--- src/rtl/seg7_pkg.sv ---
// seg7_pkg: shared glyphs, nibble codes and scan state for the 7-segment display path
package seg7_pkg;
    localparam logic [6:0] SEG_0     = 7'h40;
    localparam logic [6:0] SEG_1     = 7'h79;
    localparam logic [6:0] SEG_2     = 7'h24;
    localparam logic [6:0] SEG_3     = 7'h30;
    localparam logic [6:0] SEG_4     = 7'h19;
    localparam logic [6:0] SEG_5     = 7'h12;
    localparam logic [6:0] SEG_6     = 7'h02;
    localparam logic [6:0] SEG_7     = 7'h78;
    localparam logic [6:0] SEG_8     = 7'h00;
    localparam logic [6:0] SEG_9     = 7'h10;
    localparam logic [6:0] SEG_BLANK = 7'h7F;
    localparam logic [6:0] SEG_MINUS = 7'h3F;
    localparam logic [3:0] CODE_BLANK = 4'hA;
    localparam logic [3:0] CODE_MINUS = 4'hB;
    typedef enum logic {BLANK, DRIVE} state_t;
endpackage

--- src/rtl/seg7_decode.sv ---
// seg7_decode: nibble to active-low {g,f,e,d,c,b,a} glyph
module seg7_decode
    import seg7_pkg::*;
(
    input  logic [3:0] nib,
    output logic [6:0] seg
);
    always_comb begin
        case (nib)
            4'h0:       seg = SEG_0;
            4'h1:       seg = SEG_1;
            4'h2:       seg = SEG_2;
            4'h3:       seg = SEG_3;
            4'h4:       seg = SEG_4;
            4'h5:       seg = SEG_5;
            4'h6:       seg = SEG_6;
            4'h7:       seg = SEG_7;
            4'h8:       seg = SEG_8;
            4'h9:       seg = SEG_9;
            CODE_MINUS: seg = SEG_MINUS;
            default:    seg = SEG_BLANK;
        endcase
    end
endmodule

--- src/rtl/seg7_scan_driver.sv ---
// seg7_scan_driver: frame-latched 4-digit common-anode scan with ghost blanking and leading-zero suppression
module seg7_scan_driver
    import seg7_pkg::*;
#(
    parameter int CLK_FREQ     = 50_000_000,
    parameter int SCAN_FREQ    = 1000,
    parameter int GHOST_CYCLES = 500
) (
    input  logic        clk,
    input  logic        rst,
    input  logic [15:0] digits_in,
    input  logic [3:0]  dp_in,
    input  logic        lz_en,
    output logic [3:0]  an,
    output logic [6:0]  seg,
    output logic        dp,
    output logic        frame_start
);
    localparam int DIV = CLK_FREQ / SCAN_FREQ;
    localparam int CW  = $clog2(DIV);
    localparam logic [CW-1:0] LAST    = CW'(DIV - 1);
    localparam logic [CW-1:0] GH_LAST = CW'(GHOST_CYCLES - 1);

    logic [CW-1:0] cyc;
    logic [1:0]    slot_idx;
    state_t        state;
    logic [15:0]   snap_digits;
    logic [3:0]    snap_dp;
    logic          snap_lz;
    logic          sup3, sup2, sup1;
    logic [3:0]    sup;
    logic [3:0]    shown;
    logic [6:0]    glyph;
    logic          new_frame;

    // suppression ripples right from digit 3; a blank code above counts as already suppressed
    assign sup3 = snap_lz && snap_digits[15:12] == 4'h0;
    assign sup2 = snap_lz && snap_digits[11:8] == 4'h0 && (sup3 || snap_digits[15:12] == CODE_BLANK);
    assign sup1 = snap_lz && snap_digits[7:4] == 4'h0 && (sup2 || snap_digits[11:8] == CODE_BLANK);
    assign sup  = {sup3, sup2, sup1, 1'b0};

    assign shown     = sup[slot_idx] ? CODE_BLANK : snap_digits[{slot_idx, 2'b00} +: 4];
    assign new_frame = cyc == '0 && slot_idx == 2'd0;

    seg7_decode u_decode (.nib(shown), .seg(glyph));

    // state always describes the cycle that cyc currently indexes
    always_ff @(posedge clk) begin
        if (rst) begin
            cyc         <= '0;
            slot_idx    <= 2'd0;
            state       <= BLANK;
            snap_digits <= 16'hAAAA;
            snap_dp     <= 4'h0;
            snap_lz     <= 1'b0;
            an          <= 4'hF;
            seg         <= SEG_BLANK;
            dp          <= 1'b1;
            frame_start <= 1'b0;
        end else begin
            cyc         <= cyc == LAST ? '0 : cyc + 1'b1;
            slot_idx    <= cyc == LAST ? slot_idx + 2'd1 : slot_idx;
            state       <= cyc == LAST ? BLANK : cyc == GH_LAST ? DRIVE : state;
            snap_digits <= new_frame ? digits_in : snap_digits;
            snap_dp     <= new_frame ? dp_in : snap_dp;
            snap_lz     <= new_frame ? lz_en : snap_lz;
            frame_start <= new_frame;
            an          <= state == DRIVE ? ~(4'b0001 << slot_idx) : 4'hF;
            seg         <= state == DRIVE ? glyph : SEG_BLANK;
            dp          <= state == DRIVE ? ~(snap_dp[slot_idx] & ~sup[slot_idx]) : 1'b1;
        end
    end
endmodule

--- config.mk ---
export PLATFORM = sky130hd
export DESIGN_NAME = seg7_scan_driver
export DESIGN_NICKNAME = d
export VERILOG_FILES = /design/src/rtl/seg7_pkg.sv /design/src/rtl/seg7_decode.sv /design/src/rtl/seg7_scan_driver.sv
export SDC_FILE = /design/constraint.sdc
export NUM_CORES = 1
export LEC_CHECK = 0
export ABC_AREA = 1
export BUFFER_PORTS_ARGS = -buffer_cell sky130_fd_sc_hd__buf_2
export CAP_MARGIN = 40
export CORE_ASPECT_RATIO = 0.75
export CORE_MARGIN = 5
export CORE_UTILIZATION = 50
export CTS_CLUSTER_SIZE = 25
export DETAILED_ROUTE_END_ITERATION = 10
export PLACE_DENSITY = 0.75
export SLEW_MARGIN = 20
export SYNTH_ARGS = -nofsm -noshare
export SYNTH_HDL_FRONTEND = slang
export SYNTH_SLANG_ARGS = --single-unit
export TNS_END_PERCENT = 10
--- constraint.sdc ---
create_clock -name clk -period 2 [get_ports clk]
set_input_delay 0.4 -clock clk [delete_from_list [all_inputs] [get_ports clk]]
set_output_delay 0.4 -clock clk [all_outputs]
set_load 0.01 [all_outputs]
# After elaboration in Yosys (flattened, before gate mapping)
# Memories as Yosys holds them, arrays and structs flattened. A register that Yosys moved wholly into a read port is not among the register bits.
# Cells that the tools add are included.
dict set report word_totals {
  ff_bits 46
  latchBits 0
  ram_bits 0
  romBits 112
  in_bits 23
  out_inout_bits 13
  wordCells 44
  memories 1
}
dict set report classes {
  add_sub_neg 2
  multipliers 0
  div 0
  order_cmp 1
  n_eq_ne 4
  shifts 2
  mux 5
  n_bitwise 5
  reduce_logical 15
}
# name words width rd rd_ports_with_merged_regs write_ports line
set mem_list {}
lappend mem_list {{(no name shown)} 16 7 1 1 0 seg7_decode.sv:9} ;# case (nib)
# operator n
set ops {}
lappend ops {{16-bit by 1-bit adder with 16-bit output, second input constant} 1}
lappend ops {{16-bit == test, second input constant} 1}
lappend ops {{16-bit by 9-bit == test with 1-bit output, second input constant} 1}
lappend ops {{16-bit zero test} 1}
lappend ops {{16-bit by 5-bit variable part select with 4-bit output} 1}
lappend ops {{4-bit zero test} 3}
lappend ops {{4-bit == test, second input constant} 2}
lappend ops {{1-bit logical AND} 6}
lappend ops {{1-bit binary-select mux with 2-bit select} 2}
lappend ops {{4-bit 2-to-1 mux} 1}
lappend ops {{4-bit NOT} 1}
lappend ops {{2-bit OR reduction} 2}
lappend ops {{1-bit by 2-bit << shifter with 4-bit output, first input constant} 1}
lappend ops {{2-bit by 3-bit < comparator with 1-bit output, second input constant} 1}
lappend ops {{1-bit NOT} 3}
lappend ops {{2-bit by 1-bit adder with 2-bit output, second input constant} 1}
lappend ops {{2-bit zero test} 1}
lappend ops {{1-bit logical OR} 2}
lappend ops {{1-bit 2-to-1 mux} 2}
lappend ops {{1-bit bitwise AND} 1}

# Depth between registers and ports, before layout
# Gate-level depths: netlist (run 1).
dict set report depth {
  word_depth 11
  mapped_depth 14
  ltp_nobuf 14
}

# Cells and area by module
# Synthesis (run 1) repeated with hierarchy kept, for this count alone.
dict set report hier_totals {
  hier_cells 381
  hier_area_um2 2750.1
}
# module n_inst cells_each area_per_inst_um2 seq_area_each_um2
set modules_own_cells {}
lappend modules_own_cells {seg7_scan_driver 1 344 2544.9 1061.0}
lappend modules_own_cells {seg7_decode 1 37 205.2 0.0}

# Least setup slack after synthesis (run 1)
# No wires, ideal clock.
dict set report synth_path {
  kind {register to register}
  startpoint {reg slot_idx[1]}
  endpoint {reg seg[3]}
  setup_ps 122
  arrival_time_ps 1756
  t_required_ps 1878
  slack_ps 123
  stages_incl_launch_ff 11
  path_buffers 1
  period_less_slack_ps 1877
  path_cell_list {dfxtp_1 inv_1 buf_2 nor2_1 o21ai_0 nand2_2 nand2_1 ha_1 or2_2 nand4_1 nand3_1}
}
dict set report synth_via {
  elab_chain_len 3
  elab_cells_between_ends 4
  classes_between {1 x shift; 3 x mux}
}
# item line
set synth_rtl {}
lappend synth_rtl {{from (decl)} seg7_scan_driver.sv:25} ;# logic [1:0] slot_idx;
lappend synth_rtl {{from (signal assigned)} seg7_scan_driver.sv:62} ;# slot_idx <= cyc == LAST ? slot_idx + 2'd1 : slot_idx;
lappend synth_rtl {{parallel branches: the longest is 2 deep, another holds 16-bit by 5-bit variable part select with 4-bit output} n/a}
lappend synth_rtl {{4-bit 2-to-1 mux *} seg7_scan_driver.sv:42} ;# assign shown = sup[slot_idx] ? CODE_BLANK : snap_digits[{slot_idx, 2'b00} +: 4];
lappend synth_rtl {{to (decl)} seg7_scan_driver.sv:15} ;# output logic [6:0] seg,
# Every way passes the cells marked *. The select of a mux whose other input is x is not followed.
# A chain may end at the register's enable or synchronous reset.

# Final worst setup path (run 1)
dict set report layout_path {
  startpoint {reg slot_idx[0]}
  endpoint {reg seg[3]}
}
# The elaborated chain is that of the path after synthesis.

==> summary.md, run 1 <==
| Metric | Value |
|---|---|
| Outcome | `finished clean` |
| Clock tree buffer depth | `2` |
| Fillers | `459` |
| R2R Setup Slk | `0.08 ns` |
| Layout cells sized above 1 | `0.274` |
| Vias | `2191` |
| Multi-input gate area in the final layout | `1250 um2` |
| Most common cell after layout, fill and taps aside | `nand2_1` |
| Initial Util | `0.514` |
| Worst VDD drop | `0.000444 V` |
| Die W | `91.7 um` |
| Number of global-route vias before repair | `1962` |
| Final period util | `0.959` |
| RSZ-0062 raised after global routing | `yes` |
| CP Capture Type | `register` |
| Met2 Use GR | `0.225` |
| Net Sw Power | `569 uW` |
| Gpl congestion | `0.881` |
| CP required | `2.18 ns` |
| Most frequent cells in the layout | `55 x nand2_1, 46 x nor2_1, 46 x dfxtp_1, 35 x buf_2, 26 x inv_1` |
| Area Growth Syn to Fin | `17.6%` |
| Switching Share | `0.247` |
| FF+latch area | `1070 um2` |
| Largest net degree at the start of global routing | `25` |
| Final Skew | `0.00726 ns` |
| Sequential-to-total area share from yosys stat | `0.424` |
| H-tree depth | `2` |
| Pwr dens | `784 nW/um2` |
| Sequential share of power | `0.503` |
| Initial DRT Pass Iterations | `4` |
| Port-buffer cells | `35` |
| Global routing's busiest layer | `met1` |
| Max Fclk | `522 MHz` |
| DR DRC count | `0` |
| FP Rows | `22` |
| Post-route cell area | `2940 um2` |
| Comb power frac | `0.136` |
| Area after DPL | `2760 um2` |
| Met1 global-route usage | `0.252` |
| Setup violators final | `0` |
| Clock Root Buffer | `clkbuf_8` |
| Cts-stage hold buffer count | `0` |
| Total CTS buffers | `5` |
| Worst setup SP type | `register` |
| Dpl ws | `0.0187 ns` |
| P_leak | `0.00128 uW` |
| Core area | `4870 um2` |
| Initial antenna violation count | `0` |
| Int Pwr | `1740 uW` |
| Worst Hold Class | `in2reg` |
| MaxCap Viol Count | `0` |
| CP Data Arrival Time | `2.10 ns` |
| Diode count | `0` |
| Slew @ Worst Pin | `0.280 ns` |
| Kind of critical path | `reg2reg` |
| Avg Synthesized Cell Area | `7.54 um2` |
| Max-slew violations | `0` |
| Top Ports | `36` |
| Clock sinks | `53` |
| Nets | `409` |
| Total GRT Usage | `0.165` |
| Tmin final | `1.92 ns` |
| Total wire length | `5.17 mm` |
| DR WL/cell | `11.8 um` |
| Mapped Area | `2500 um2` |
| Die Ht | `71.3 um` |
| Syn_nets | `366` |
| Avg Vias per Cell | `5.03` |
| Total grt overflow | `0` |
| Final setup margin | `0.0826 ns` |
| Clock Power Share | `0.361` |
| Grt met3 use | `0.0514` |
| #FFs+latches synth | `53` |
| Setup TNS | `0 ns` |
| First-pass GRT wire length | `8.96 mm` |
| TritonCTS clock tree | `done` |
| Crit path max fanout | `10` |
| Clk slew on worst S/H paths | `0.09 ns` |
| Total power | `2310 uW` |
| Post-detail-place hpwl | `3.92 mm` |
| Syn Inst Count | `332` |
| Slew margin rel. | `0.812` |
| Hold Fails Final Rpt | `0` |
| 1st-iter DRT viols | `132` |
| Die area | `6540 um2` |
| Synth warnings | `0` |
| Antenna Nets Post-Route | `0` |
| Clock Latency Late Sink | `0.30 ns` |
| Synth cell types | `32` |
cells by family (layout without fill, tap and decap cells):
group                      after synthesis  after routing  share of synthesized area
DFF                                     53             53                      0.424
buffers and inverters                   48             92                     0.0865
adders and majority gates               11             11                     0.0550
and+or+nand+nor                        164            164                      0.307
AOI/OAI and AO/OA                       56             56                      0.127
synth_stat cells:
| master | instances | area [um2] |
|---|---|---|
| a21oi_1 | 17 | 85.1 |
| a21oi_2 | 1 | 8.76 |
| a41oi_1 | 1 | 8.76 |
| buf_2 | 2 | 10.0 |
| buf_4 | 3 | 22.5 |
| buf_6 | 3 | 33.8 |
| clkbuf_1 | 3 | 11.3 |
| dfxtp_1 | 53 | 1060 |
| ha_1 | 11 | 138 |
| inv_1 | 30 | 113 |
| inv_2 | 7 | 26.3 |
| nand2_1 | 56 | 210 |
| nand2_2 | 5 | 31.3 |
| nand3_1 | 25 | 125 |
| nand3_2 | 3 | 30.0 |
| nand4_1 | 6 | 37.5 |
| nand4_2 | 1 | 12.5 |
| nor2_1 | 48 | 180 |
| nor2_2 | 2 | 12.5 |
| nor2_4 | 2 | 22.5 |
| nor3_1 | 6 | 30.0 |
| nor3b_1 | 2 | 15.0 |
| nor3b_2 | 1 | 12.5 |
| nor4_1 | 1 | 6.26 |
| nor4_2 | 1 | 12.5 |
| o211ai_1 | 5 | 37.5 |
| o21ai_0 | 25 | 125 |
| o21ai_1 | 1 | 5.00 |
| o21ai_2 | 4 | 35.0 |
| o22ai_1 | 1 | 6.26 |
| o31ai_1 | 1 | 7.51 |
| or2_2 | 5 | 31.3 |
metrics by stage:
step	utilization	cells	hold slack, ns
4_1_cts	0.594	435	0.250
6_report	0.604	436	0.256
3_5_place_dp	0.566	427	0.458
5_1_grt	0.604	436	0.239
2_1_floorplan	-	332	0.430
3_3_place_gp	0.566	427	0.441
state kept, by name, indices dropped and copies added (netlist names):
register and cells:
frame_start 1, seg 7, snap_lz 1, cyc 16, state 1, snap_dp 4, slot_idx 2, dp 1
snap_digits 16, an 4
layer usage:
| metal | vias up | share of wire |
|---|---|---|
| met3 | 2 | 0.055 |
| met1 | 968 | 0.55 |
| met5 | - | 0 |
| li1 | 1168 | - |
| met4 | 0 | 0.0041 |
| met2 | 53 | 0.39 |
power groups by stage:
| stage | Clock (uW) | Sequential (uW) | Combinational [uW] |
|---|---|---|---|
| 4_1_cts | 851 | 1150 | 306 |
| 3_5_place_dp | 0 | 1180 | 303 |
| 2_1_floorplan | 0 | 1170 | 237 |
| 6_report | 833 | 1160 | 314 |
| 3_3_place_gp | 0 | 1180 | 298 |
| 5_1_grt | 908 | 1170 | 362 |
final cells by class:
class / instances / share of cell area
multi-input combinational: 231 / 0.426
sequential: 53 / 0.364
timing repair buffer: 47 / 0.0901
inverter: 37 / 0.0489
tap: 60 / 0.0255
clock buffer: 5 / 0.0234
clock inverter: 3 / 0.0221
critical path, cell delays in order (launching register included):
cell        delay, ns
dfxtp_4          0.40
clkinvlp_4       0.17
a21oi_1          0.15
o21ai_0          0.10
nand2_1          0.14
nand2_4          0.08
ha_1             0.29
or2_2            0.30
nand4_1          0.10
nand3_1          0.07
worst paths after layout:
path                             from                endpoint  depth (start not counted)
max          slot_idx[0]$_SDFFE_PP0P_       seg[3]$_SDFF_PP1_                          9
min                               rst  frame_start$_SDFF_PP0_                          2
max reg2reg  slot_idx[0]$_SDFFE_PP0P_       seg[3]$_SDFF_PP1_                          9
min reg2reg         cyc[0]$_SDFF_PP0_       cyc[0]$_SDFF_PP0_                          1
repair_timing:
action | in CTS | in global routing
pin swaps | 0 | 5
resized for setup | 2 | 20
setup buffers | 0 | 1
setup endpoints to repair | 2 | 24
Power figures use the tool's default switching activity.
==> run 2, diff against run 1 <==
CORE_UTILIZATION = 37   (was 50)
PLACE_DENSITY = 0.59   (was 0.75)
==> summary.md, run 2 (synthesized netlist as in run 1, its figures left out) <==
| Metric | Value |
|---|---|
| Die area | `8530 um2 (+30%)` |
| CP Capture Type | `register` |
| Hold Fails Final Rpt | `0 (unchanged)` |
| Fillers | `686 (+49%)` |
| CP max stage cell | `dfxtp_1` |
| Worst VDD drop | `0.000436 V (-1.8%)` |
| Met1 global-route usage | `0.202 (-0.0497)` |
| Max Fclk | `546 MHz (+4.6%)` |
| Final Skew | `0.00911 ns (+0.00184 ns)` |
| CP Data Arrival Time | `2.04 ns (-0.06 ns)` |
| Setup violators final | `0 (unchanged)` |
| 1st-iter DRT viols | `77 (-42%)` |
| Vias | `2194 (+0.14%)` |
| Layout cells sized above 1 | `0.283 (+0.00918)` |
| Nets | `418 (+2.2%)` |
| Initial DRT Pass Iterations | `4 (unchanged)` |
| Max-slew violations | `0 (unchanged)` |
| CP top delay family | `simple AND/OR/NAND/NOR gates` |
| CP required | `2.21 ns (+0.03 ns)` |
| DR DRC count | `0 (unchanged)` |
| Clock Latency Late Sink | `0.31 ns (about the same)` |
| Diode count | `0 (unchanged)` |
| Largest net degree at the start of global routing | `22 (-12%)` |
| Top Ports | `36 (unchanged)` |
| Global routing's busiest layer | `met1` |
| Final core occ | `0.454 (-0.150)` |
| Met2 Use GR | `0.178 (-0.0467)` |
| Pwr dens | `775 nW/um2 (-1.1%)` |
| Slew @ Worst Pin | `0.312 ns (+0.0315 ns)` |
| Top flop regs | `cyc (16), snap_digits (16), seg (7)` |
| Final period util | `0.916 (-0.0422)` |
| Clock tree buffer depth | `2 (unchanged)` |
| Crit path cell chain | `inv_1, buf_4, a21oi_1, o21ai_0, nand2_1, inv_1, ha_1, or2_2, a21oi_1, nand2_1` |
| Total CTS buffers | `5 (unchanged)` |
| Clk slew on worst S/H paths | `0.09 ns (about the same)` |
| Area Growth Syn to Fin | `21.5%` |
| H-tree depth | `2 (unchanged)` |
| CP peak stage delay | `0.33 ns (-0.07 ns)` |
| Post-detail-place hpwl | `4.26 mm (+8.7%)` |
| Slew margin rel. | `0.790 (-0.0212)` |
| Worst setup SP type | `register` |
| Total GRT Usage | `0.132 (-0.0324)` |
| Grt met3 use | `0.0349 (-0.0165)` |
| Die Ht | `81.2 um (+14%)` |
| Die W | `105 um (+14%)` |
| DR WL/cell | `11.6 um (-2.1%)` |
| Clock Root Buffer | `clkbuf_8` |
| Gpl congestion | `0.831 (-5.6%)` |
| Most common cell after layout, fill and taps aside | `nand2_1` |
| Core area | `6700 um2 (+38%)` |
| Hold_sp | `rst` |
| Initial Util | `0.374 (-0.140)` |
| Tmin final | `1.83 ns (-0.0845 ns)` |
| Kind of critical path | `reg2reg` |
| Worst Hold Class | `in2reg` |
| First-pass GRT wire length | `9.25 mm (+3.2%)` |
| P_leak | `0.00133 uW (+3.8%)` |
| Most frequent cells in the layout | `55 x nand2_1, 48 x dfxtp_1, 45 x nor2_1, 35 x buf_2, 27 x inv_1` |
| Initial antenna violation count | `0 (unchanged)` |
| Min Hold Slack | `0.266 ns (+0.00959 ns)` |
| Avg Vias per Cell | `4.68 (-6.9%)` |
| Reg-to-Reg Start | `slot_idx[1]$_SDFFE_PP0P_` |
| TritonCTS clock tree | `done` |
| Crit path launch | `slot_idx[1]$_SDFFE_PP0P_` |
| Port-buffer cells | `35 (unchanged)` |
| Total grt overflow | `0 (unchanged)` |
| Number of global-route vias before repair | `2002 (+2.0%)` |
| R2R Setup Slk | `0.17 ns (+0.08 ns)` |
| MaxCap Viol Count | `0 (unchanged)` |
| Crit path max fanout | `5 (-5)` |
| Total wire length | `5.44 mm (+5.3%)` |
| FP Rows | `26 (+18%)` |
| Crit path buf inv count | `3 (+2)` |
| Outcome | `finished clean` |
| Antenna Nets Post-Route | `0 (unchanged)` |
| Clock sinks | `53 (unchanged)` |
==> run 2: cell types whose count changed in the layout (fill, tap and decap cells not counted), sizes merged <==
cell / delta
clkinvlp: -1
inv: +2
clkinv: -1
buf: +9
==> run 2: timing repair <==
item | 4_1_cts | 5_1_grt
hold buffers | 0 | 0
setup buffers | 0 | 5
gates resized for setup | 0 | 17
setup endpoints to repair | 0 | 13
==> run 2: final timing paths <==
kind | to | depth (start not counted)
worst max register to register | seg[6]$_SDFF_PP1_ | 10
worst min register to register | cyc[0]$_SDFF_PP0_ | 1
worst max-delay path | seg[6]$_SDFF_PP1_ | 10
worst min-delay path | frame_start$_SDFF_PP0_ | 2
==> run 2: through the flow <==
stage	setup TNS, ns	instance area, um2	total power, uW	worst slack (ns)	std cells
2_1_floorplan	0	2500	1400	0.123	332
3_3_place_gp	0	2840	1500	0.0693	456
3_5_place_dp	0	2840	1500	0.0650	456
4_1_cts	0	2970	2350	0.0483	464
5_1_grt	-0.00432	3040	2480	-0.00432	469
6_report	0	3040	2360	0.167	469
==> run 2: final cells by class <==
cell class,instances,area [um2],area share
Tap cell,84,105,0.0346
Inverter,37,139,0.0457
Sequential cell,53,1070,0.351
Clock buffer,5,68.8,0.0226
Multi-Input combinational cell,231,1250,0.411
Clock inverter,3,65.1,0.0214
Timing Repair Buffer,56,345,0.114
==> run 2: report_power, final <==
part,switching [uW],internal [uW]
clock network,348,497
registers,42.9,1120
logic,197,156
total,588,1770
==> run 2: metal layers <==
metal	wire (um)	part of all wire	vias to the layer above
met5	0	0	-
met4	45	0.0083	0
met3	323	0.059	5
met2	2020	0.37	49
met1	3050	0.56	954
li1	-	-	1186
